[config.mk]
export PLATFORM = sky130hd
export DESIGN_NAME = uart_rx_deframer_flat
export DESIGN_NICKNAME = d
export VERILOG_FILES = /design/src/rtl/uart_rx_deframer_if.sv /design/src/rtl/uart_rx_deframer.sv /design/src/flat_wrapper.sv
export SDC_FILE = /design/constraint.sdc
export NUM_CORES = 1
export LEC_CHECK = 0
export ABC_AREA = 1
export CORE_ASPECT_RATIO = 2
export CORE_UTILIZATION = 40
export DETAILED_ROUTE_END_ITERATION = 6
export PLACE_DENSITY = 0.65
export SYNTH_ARGS = -nofsm -noshare
export SYNTH_HDL_FRONTEND = slang
export SYNTH_SLANG_ARGS = --single-unit
[constraint.sdc]
create_clock -name clk -period 2.9 [get_ports clk]
set_input_delay 0.87 -clock clk [delete_from_list [all_inputs] [get_ports clk]]
set_output_delay 0.87 -clock clk [all_outputs]
set_load 0.01 [all_outputs]
[src/rtl/uart_rx_deframer_if.sv]
// Receive-side bundle of the UART deframer: serial line in, byte and status strobes out.
// master = deframer side, slave = line driver / byte consumer side.
interface uart_rx_deframer_if #(
    parameter int DATA_BITS = 8
);
    logic                 RxD;
    logic [DATA_BITS-1:0] rx_data;
    logic                 rx_valid;
    logic                 frame_err;
    logic                 parity_err;
    logic                 busy;

    modport master (
        input  RxD,
        output rx_data, rx_valid, frame_err, parity_err, busy
    );

    modport slave (
        output RxD,
        input  rx_data, rx_valid, frame_err, parity_err, busy
    );
endinterface

[src/rtl/uart_rx_deframer.sv]
// UART receive deframer: start validation, mid-bit data sampling, stop check, byte strobe.
// Optional even-parity bit after the data bits when UART_RX_PARITY_EN is defined.
module uart_rx_deframer #(
    parameter int CLKS_PER_BIT = 16,
    parameter int DATA_BITS    = 8
) (
    input  logic               clk,
    input  logic               rst,
    uart_rx_deframer_if.master bus
);
    localparam int CW = $clog2(CLKS_PER_BIT);
    localparam int BW = (DATA_BITS > 1) ? $clog2(DATA_BITS) : 1;
    localparam logic [CW-1:0] CNT_HALF_M1 = CW'(CLKS_PER_BIT / 2 - 1);
    localparam logic [CW-1:0] CNT_BIT_M1  = CW'(CLKS_PER_BIT - 1);
    localparam logic [CW-1:0] CNT_ONE     = CW'(1);
    localparam logic [BW-1:0] BITN_LAST   = BW'(DATA_BITS - 1);
    localparam logic [BW-1:0] BITN_ONE    = BW'(1);

    typedef enum logic [2:0] {
        IDLE      = 3'd0,
        START     = 3'd1,
        DATA      = 3'd2,
`ifdef UART_RX_PARITY_EN
        PARITY    = 3'd3,
`endif
        STOP      = 3'd4,
        WAIT_HIGH = 3'd5
    } state_t;

    state_t               state_r;
    logic [CW-1:0]        cnt_r;
    logic [BW-1:0]        bitn_r;
    logic [DATA_BITS-1:0] shift_r;
    logic [DATA_BITS-1:0] rx_data_r;
    logic                 rx_valid_r;
    logic                 frame_err_r;
    logic                 busy_r;
`ifdef UART_RX_PARITY_EN
    logic                 par_r;
    logic                 parity_err_r;

    function automatic logic even_parity_err(input logic [DATA_BITS-1:0] d, input logic p);
        return (^d) ^ p;
    endfunction
`endif

    // Frame sequencer: owns timing counters, shift register and all registered outputs.
    always_ff @(posedge clk or negedge rst) begin
        if (!rst) begin
            state_r      <= IDLE;
            cnt_r        <= '0;
            bitn_r       <= '0;
            shift_r      <= '0;
            rx_data_r    <= '0;
            rx_valid_r   <= 1'b0;
            frame_err_r  <= 1'b0;
            busy_r       <= 1'b0;
`ifdef UART_RX_PARITY_EN
            par_r        <= 1'b0;
            parity_err_r <= 1'b0;
`endif
        end else begin
            rx_valid_r   <= 1'b0;
            frame_err_r  <= 1'b0;
`ifdef UART_RX_PARITY_EN
            parity_err_r <= 1'b0;
`endif
            case (state_r)
                IDLE: begin
                    if (!bus.RxD) begin
                        state_r <= START;
                        cnt_r   <= '0;
                        busy_r  <= 1'b1;
                    end
                end
                START: begin
                    if (cnt_r == CNT_HALF_M1) begin
                        // A high line at mid start bit was a glitch: drop it silently.
                        if (!bus.RxD) begin
                            state_r <= DATA;
                            cnt_r   <= '0;
                            bitn_r  <= '0;
                        end else begin
                            state_r <= IDLE;
                            busy_r  <= 1'b0;
                        end
                    end else begin
                        cnt_r <= cnt_r + CNT_ONE;
                    end
                end
                DATA: begin
                    if (cnt_r == CNT_BIT_M1) begin
                        shift_r <= {bus.RxD, shift_r[DATA_BITS-1:1]};
                        cnt_r   <= '0;
                        if (bitn_r == BITN_LAST) begin
`ifdef UART_RX_PARITY_EN
                            state_r <= PARITY;
`else
                            state_r <= STOP;
`endif
                        end else begin
                            bitn_r <= bitn_r + BITN_ONE;
                        end
                    end else begin
                        cnt_r <= cnt_r + CNT_ONE;
                    end
                end
`ifdef UART_RX_PARITY_EN
                PARITY: begin
                    if (cnt_r == CNT_BIT_M1) begin
                        par_r   <= bus.RxD;
                        cnt_r   <= '0;
                        state_r <= STOP;
                    end else begin
                        cnt_r <= cnt_r + CNT_ONE;
                    end
                end
`endif
                STOP: begin
                    if (cnt_r == CNT_BIT_M1) begin
                        cnt_r <= '0;
                        if (bus.RxD) begin
                            rx_data_r    <= shift_r;
                            rx_valid_r   <= 1'b1;
`ifdef UART_RX_PARITY_EN
                            parity_err_r <= even_parity_err(shift_r, par_r);
`endif
                            state_r      <= IDLE;
                            busy_r       <= 1'b0;
                        end else begin
                            // Low stop bit: hold off until the line idles so a break is one error.
                            frame_err_r <= 1'b1;
                            state_r     <= WAIT_HIGH;
                        end
                    end else begin
                        cnt_r <= cnt_r + CNT_ONE;
                    end
                end
                WAIT_HIGH: begin
                    if (bus.RxD) begin
                        state_r <= IDLE;
                        busy_r  <= 1'b0;
                    end
                end
                default: begin
                    state_r <= IDLE;
                    cnt_r   <= '0;
                    busy_r  <= 1'b0;
                end
            endcase
        end
    end

    assign bus.rx_data   = rx_data_r;
    assign bus.rx_valid  = rx_valid_r;
    assign bus.frame_err = frame_err_r;
    assign bus.busy      = busy_r;
`ifdef UART_RX_PARITY_EN
    assign bus.parity_err = parity_err_r;
`else
    assign bus.parity_err = 1'b0;
`endif
endmodule

[src/flat_wrapper.sv]
// flat-port wrapper written by rule: the top's interface ports become plain ports
module uart_rx_deframer_flat 
#(
    parameter int CLKS_PER_BIT = 16,
    parameter int DATA_BITS    = 8
)
  (clk, rst, bus_RxD, bus_rx_data, bus_rx_valid, bus_frame_err, bus_parity_err, bus_busy);
  uart_rx_deframer_if #(.DATA_BITS(DATA_BITS)) bus_i ();
  input  logic clk;
  input  logic rst;
  input wire logic [$bits(bus_i.RxD)-1:0] bus_RxD;
  output wire logic [$bits(bus_i.rx_data)-1:0] bus_rx_data;
  output wire logic [$bits(bus_i.rx_valid)-1:0] bus_rx_valid;
  output wire logic [$bits(bus_i.frame_err)-1:0] bus_frame_err;
  output wire logic [$bits(bus_i.parity_err)-1:0] bus_parity_err;
  output wire logic [$bits(bus_i.busy)-1:0] bus_busy;
  assign bus_i.RxD = bus_RxD;
  assign bus_rx_data = bus_i.rx_data;
  assign bus_rx_valid = bus_i.rx_valid;
  assign bus_frame_err = bus_i.frame_err;
  assign bus_parity_err = bus_i.parity_err;
  assign bus_busy = bus_i.busy;
  uart_rx_deframer #(.CLKS_PER_BIT(CLKS_PER_BIT), .DATA_BITS(DATA_BITS)) u_core (.clk(clk), .rst(rst), .bus(bus_i));
endmodule
==> impl_metrics.env <==
export IMPL_outcome="finished clean"
export IMPL_cp_endpoint="u_core.state_r[1]$_DFFE_PN0P_"
export IMPL_via_per_inst=4.84
export IMPL_slew_headroom_pct=66.6
export IMPL_fin_nets=204
export IMPL_ys_seq_area_share_pct=45.8
export IMPL_first_global_vias=1145
export IMPL_vias=1211
export IMPL_antenna_cells=0
export IMPL_clkSlewWorstSetupHoldPaths_ns=0.06
export IMPL_final_common_cell="nand2_1"
export IMPL_maxSlewViolCount=0
export IMPL_dp_hpwl_um=2210
export IMPL_n_fill_cell=372
export IMPL_max_freq_mhz=467
export IMPL_cts_tree="yes"
export IMPL_drt_iter0_markers=38
export IMPL_cp_end_kind="register"
export IMPL_port_buffer_count=13
export IMPL_numClockSinks=29
export IMPL_crit_fanout=13
export IMPL_route_detailed_drc=0
export IMPL_setup_viol=0
export IMPL_ant_nets=0
export IMPL_yosys_warnings=0
export IMPL_clockRootBuffer="clkbuf_8"
export IMPL_min_period_ns=2.14
export IMPL_yosys_register_bits=29
export IMPL_dieWidth_um=46.5
export IMPL_hold_viol_final=0
export IMPL_routed_wl_um=2960
export IMPL_timing_rr_end="u_core.bus.rx_data[0]$_DFFE_PN0P_"
export IMPL_grtUsageTotal_pct=16.4
export IMPL_die_area_um2=4230
export IMPL_slowest_delay_ns=0.78
export IMPL_grt_pass1_wl_um=4970
export IMPL_cpMostUsedCell="nand2_1"
export IMPL_syn_area_um2=1580
export IMPL_fin_ws_ns=0.756
export IMPL_post_place_ws_ns=0.481
export IMPL_timing_critical_path_from="bus_RxD"
export IMPL_critical_path_arrival_ns=2.31
export IMPL_worstRegToRegCells=6
export IMPL_worst_slew_pin_slew_ns=0.500
export IMPL_io_pins=15
export IMPL_gp_congestion=0.850
export IMPL_finalCritPeriodShare_pct=73.9
export IMPL_cts_resized=0
export IMPL_insertion_delay_ns=0.27
export IMPL_synth_nets=188
export IMPL_synth_cell_types=26
export IMPL_cts_buffers=5
export IMPL_crit_type="primary input to register"
export IMPL_max_cap_viol_count=0
export IMPL_syn_instance_count=182
export IMPL_worstHoldPathType="register to register"
export IMPL_dp_cells=242
export IMPL_r2r_slack_ns=1.30
export IMPL_rows=32
export IMPL_mostFrequentLayoutCells="nand2_1 (52), dfrtp_1 (29), inv_1 (22)"
export IMPL_rsz0062_at_grt="false"
export IMPL_leakagePower_nw=0.860
export IMPL_syn2layout_area_growth_pct=15.0
export IMPL_timing_rr_start="u_core.cnt_r[0]$_DFFE_PN0P_"
export IMPL_cts_setup_buffers=0
export IMPL_peakVddDrop_mv=0.388
export IMPL_start_util_pct=41.6
export IMPL_worstPathRequired_ns=3.06
export IMPL_fin_cells=250
export IMPL_p_per_area_nw_per_um2=791
export IMPL_cts_buffer_depth=2
export IMPL_post_drt_wl_per_cell_um=11.9
export IMPL_cpMaxStageDelayCell="clkdlybuf4s50_1"
export IMPL_setup_tns_ns=0
export IMPL_cp_start_kind="primary input"
export IMPL_firstDrtPassIters=4
export IMPL_core_area_um2=3800
export IMPL_h_tree_depth=2
export IMPL_hold_start="u_core.bus.rx_data[4]$_DFFE_PN0P_"
export IMPL_grt_antenna_before_repair=0
export IMPL_fin_skew_ns=0.00332
export IMPL_drive_gt1_share_pct=20.1
export IMPL_die_h_um=91.0
export IMPL_global_route_overflow_total=0
export IMPL_hold_buffers=0
export IMPL_avgSynthCellArea_um2=8.70
export IMPL_crit_chain="clkdlybuf4s50_1, inv_1, nand4_1, nand2_1, nor2_4, nand2_2, nand2_1, nand2_1"
export IMPL_grt_max_degree=30
per-layer routing:
layer | share of wire, % | wire length, um | global-route usage (%)
met5 | 0 | 0 | 0
met2 | 56 | 1660 | 27.7
met3 | 3.5 | 104 | 3.78
met4 | 2.1 | 63 | 7.84
met1 | 38 | 1130 | 17.8
where the power goes:
part | internal, mW | total, mW | switching (mW)
clock network | 0.166 | 0.313 | 0.147
logic | 0.211 | 0.576 | 0.365
registers | 0.459 | 0.553 | 0.0942
total | 0.835 | 1.44 | 0.606
cell type report:
cell class | instances | area, um2 | share of cell area, %
clock buffers | 6 | 72.6 | 3.98
clock inverters | 2 | 10.0 | 0.549
inverters | 23 | 86.3 | 4.74
multi-input cells | 125 | 726 | 39.8
flip-flops and latches | 29 | 726 | 39.8
well taps | 51 | 63.8 | 3.50
repair buffers | 14 | 138 | 7.55
Yosys cell counts:
library cell,number,share of area [%]
buf_2,1,0.32
buf_4,1,0.47
buf_6,3,2.1
conb_1,1,0.24
dfrtp_1,29,46
ha_1,3,2.4
inv_1,22,5.2
inv_2,1,0.24
nand2_1,52,12
nand2_2,5,2.0
nand2_4,1,0.71
nand3_1,17,5.4
nand3_2,1,0.63
nand3_4,1,1.1
nand4_1,4,1.6
nor2_1,5,1.2
nor2_2,1,0.40
nor2_4,7,5.0
nor2_8,1,1.3
nor3_2,1,0.63
o211ai_1,1,0.47
o21ai_0,8,2.5
o21ai_1,2,0.63
o21ai_2,11,6.1
or2_2,2,0.79
xor2_1,1,0.55
cell families after synthesis:
| family | after synthesis | share of synthesized area [%] |
|---|---|---|
| other | 1 | 0.237 |
| adders and majority gates | 3 | 2.37 |
| and+or+nand+nor | 98 | 32.9 |
| DFF | 29 | 45.8 |
| xor gates and xnor gates | 1 | 0.553 |
| AOI/OAI and AO/OA | 22 | 9.72 |
| buffers and inverters | 28 | 8.37 |
per-stage QoR:
| step | power (mW) | hold WS (ns) | instance area, um2 | util, % |
|---|---|---|---|---|
| 3_5_place_dp | 1.14 | 0.467 | 1740 | 45.7 |
| 5_1_grt | 1.55 | 0.499 | 1820 | 47.9 |
| 3_3_place_gp | 1.13 | 0.464 | 1740 | 45.7 |
| 4_1_cts | 1.46 | 0.483 | 1820 | 47.9 |
| 2_1_floorplan | 1.02 | 0.453 | 1580 | - |
| 6_report | 1.44 | 0.478 | 1820 | 47.9 |
critical path, delay by kind of cell:
kind                   cells  cell delay [ns]
and+or+nand+nor            6             0.54
buffers and inverters      2             0.90
registers in the layout, indices dropped and copies added (netlist names):
signal / flops
u_core.shift_r: 8
u_core.cnt_r: 4
u_core.bus.rx_valid: 1
u_core.bitn_r: 3
u_core.bus.busy: 1
u_core.bus.rx_data: 8
u_core.state_r: 3
u_core.bus.frame_err: 1
worst min path at each step:
stage	to	slack, ns	cells past startpoint
after floorplan	u_core.shift_r[0]$_DFFE_PN0P_	0.45	2
after global placement	u_core.shift_r[3]$_DFFE_PN0P_	0.46	2
after detailed placement	u_core.bus.rx_data[4]$_DFFE_PN0P_	0.47	2
after CTS	u_core.bus.rx_data[4]$_DFFE_PN0P_	0.48	2
after global routing	u_core.bus.rx_data[4]$_DFFE_PN0P_	0.50	2
final	u_core.bus.rx_data[4]$_DFFE_PN0P_	0.48	2
(Power assumes the default switching activity.)
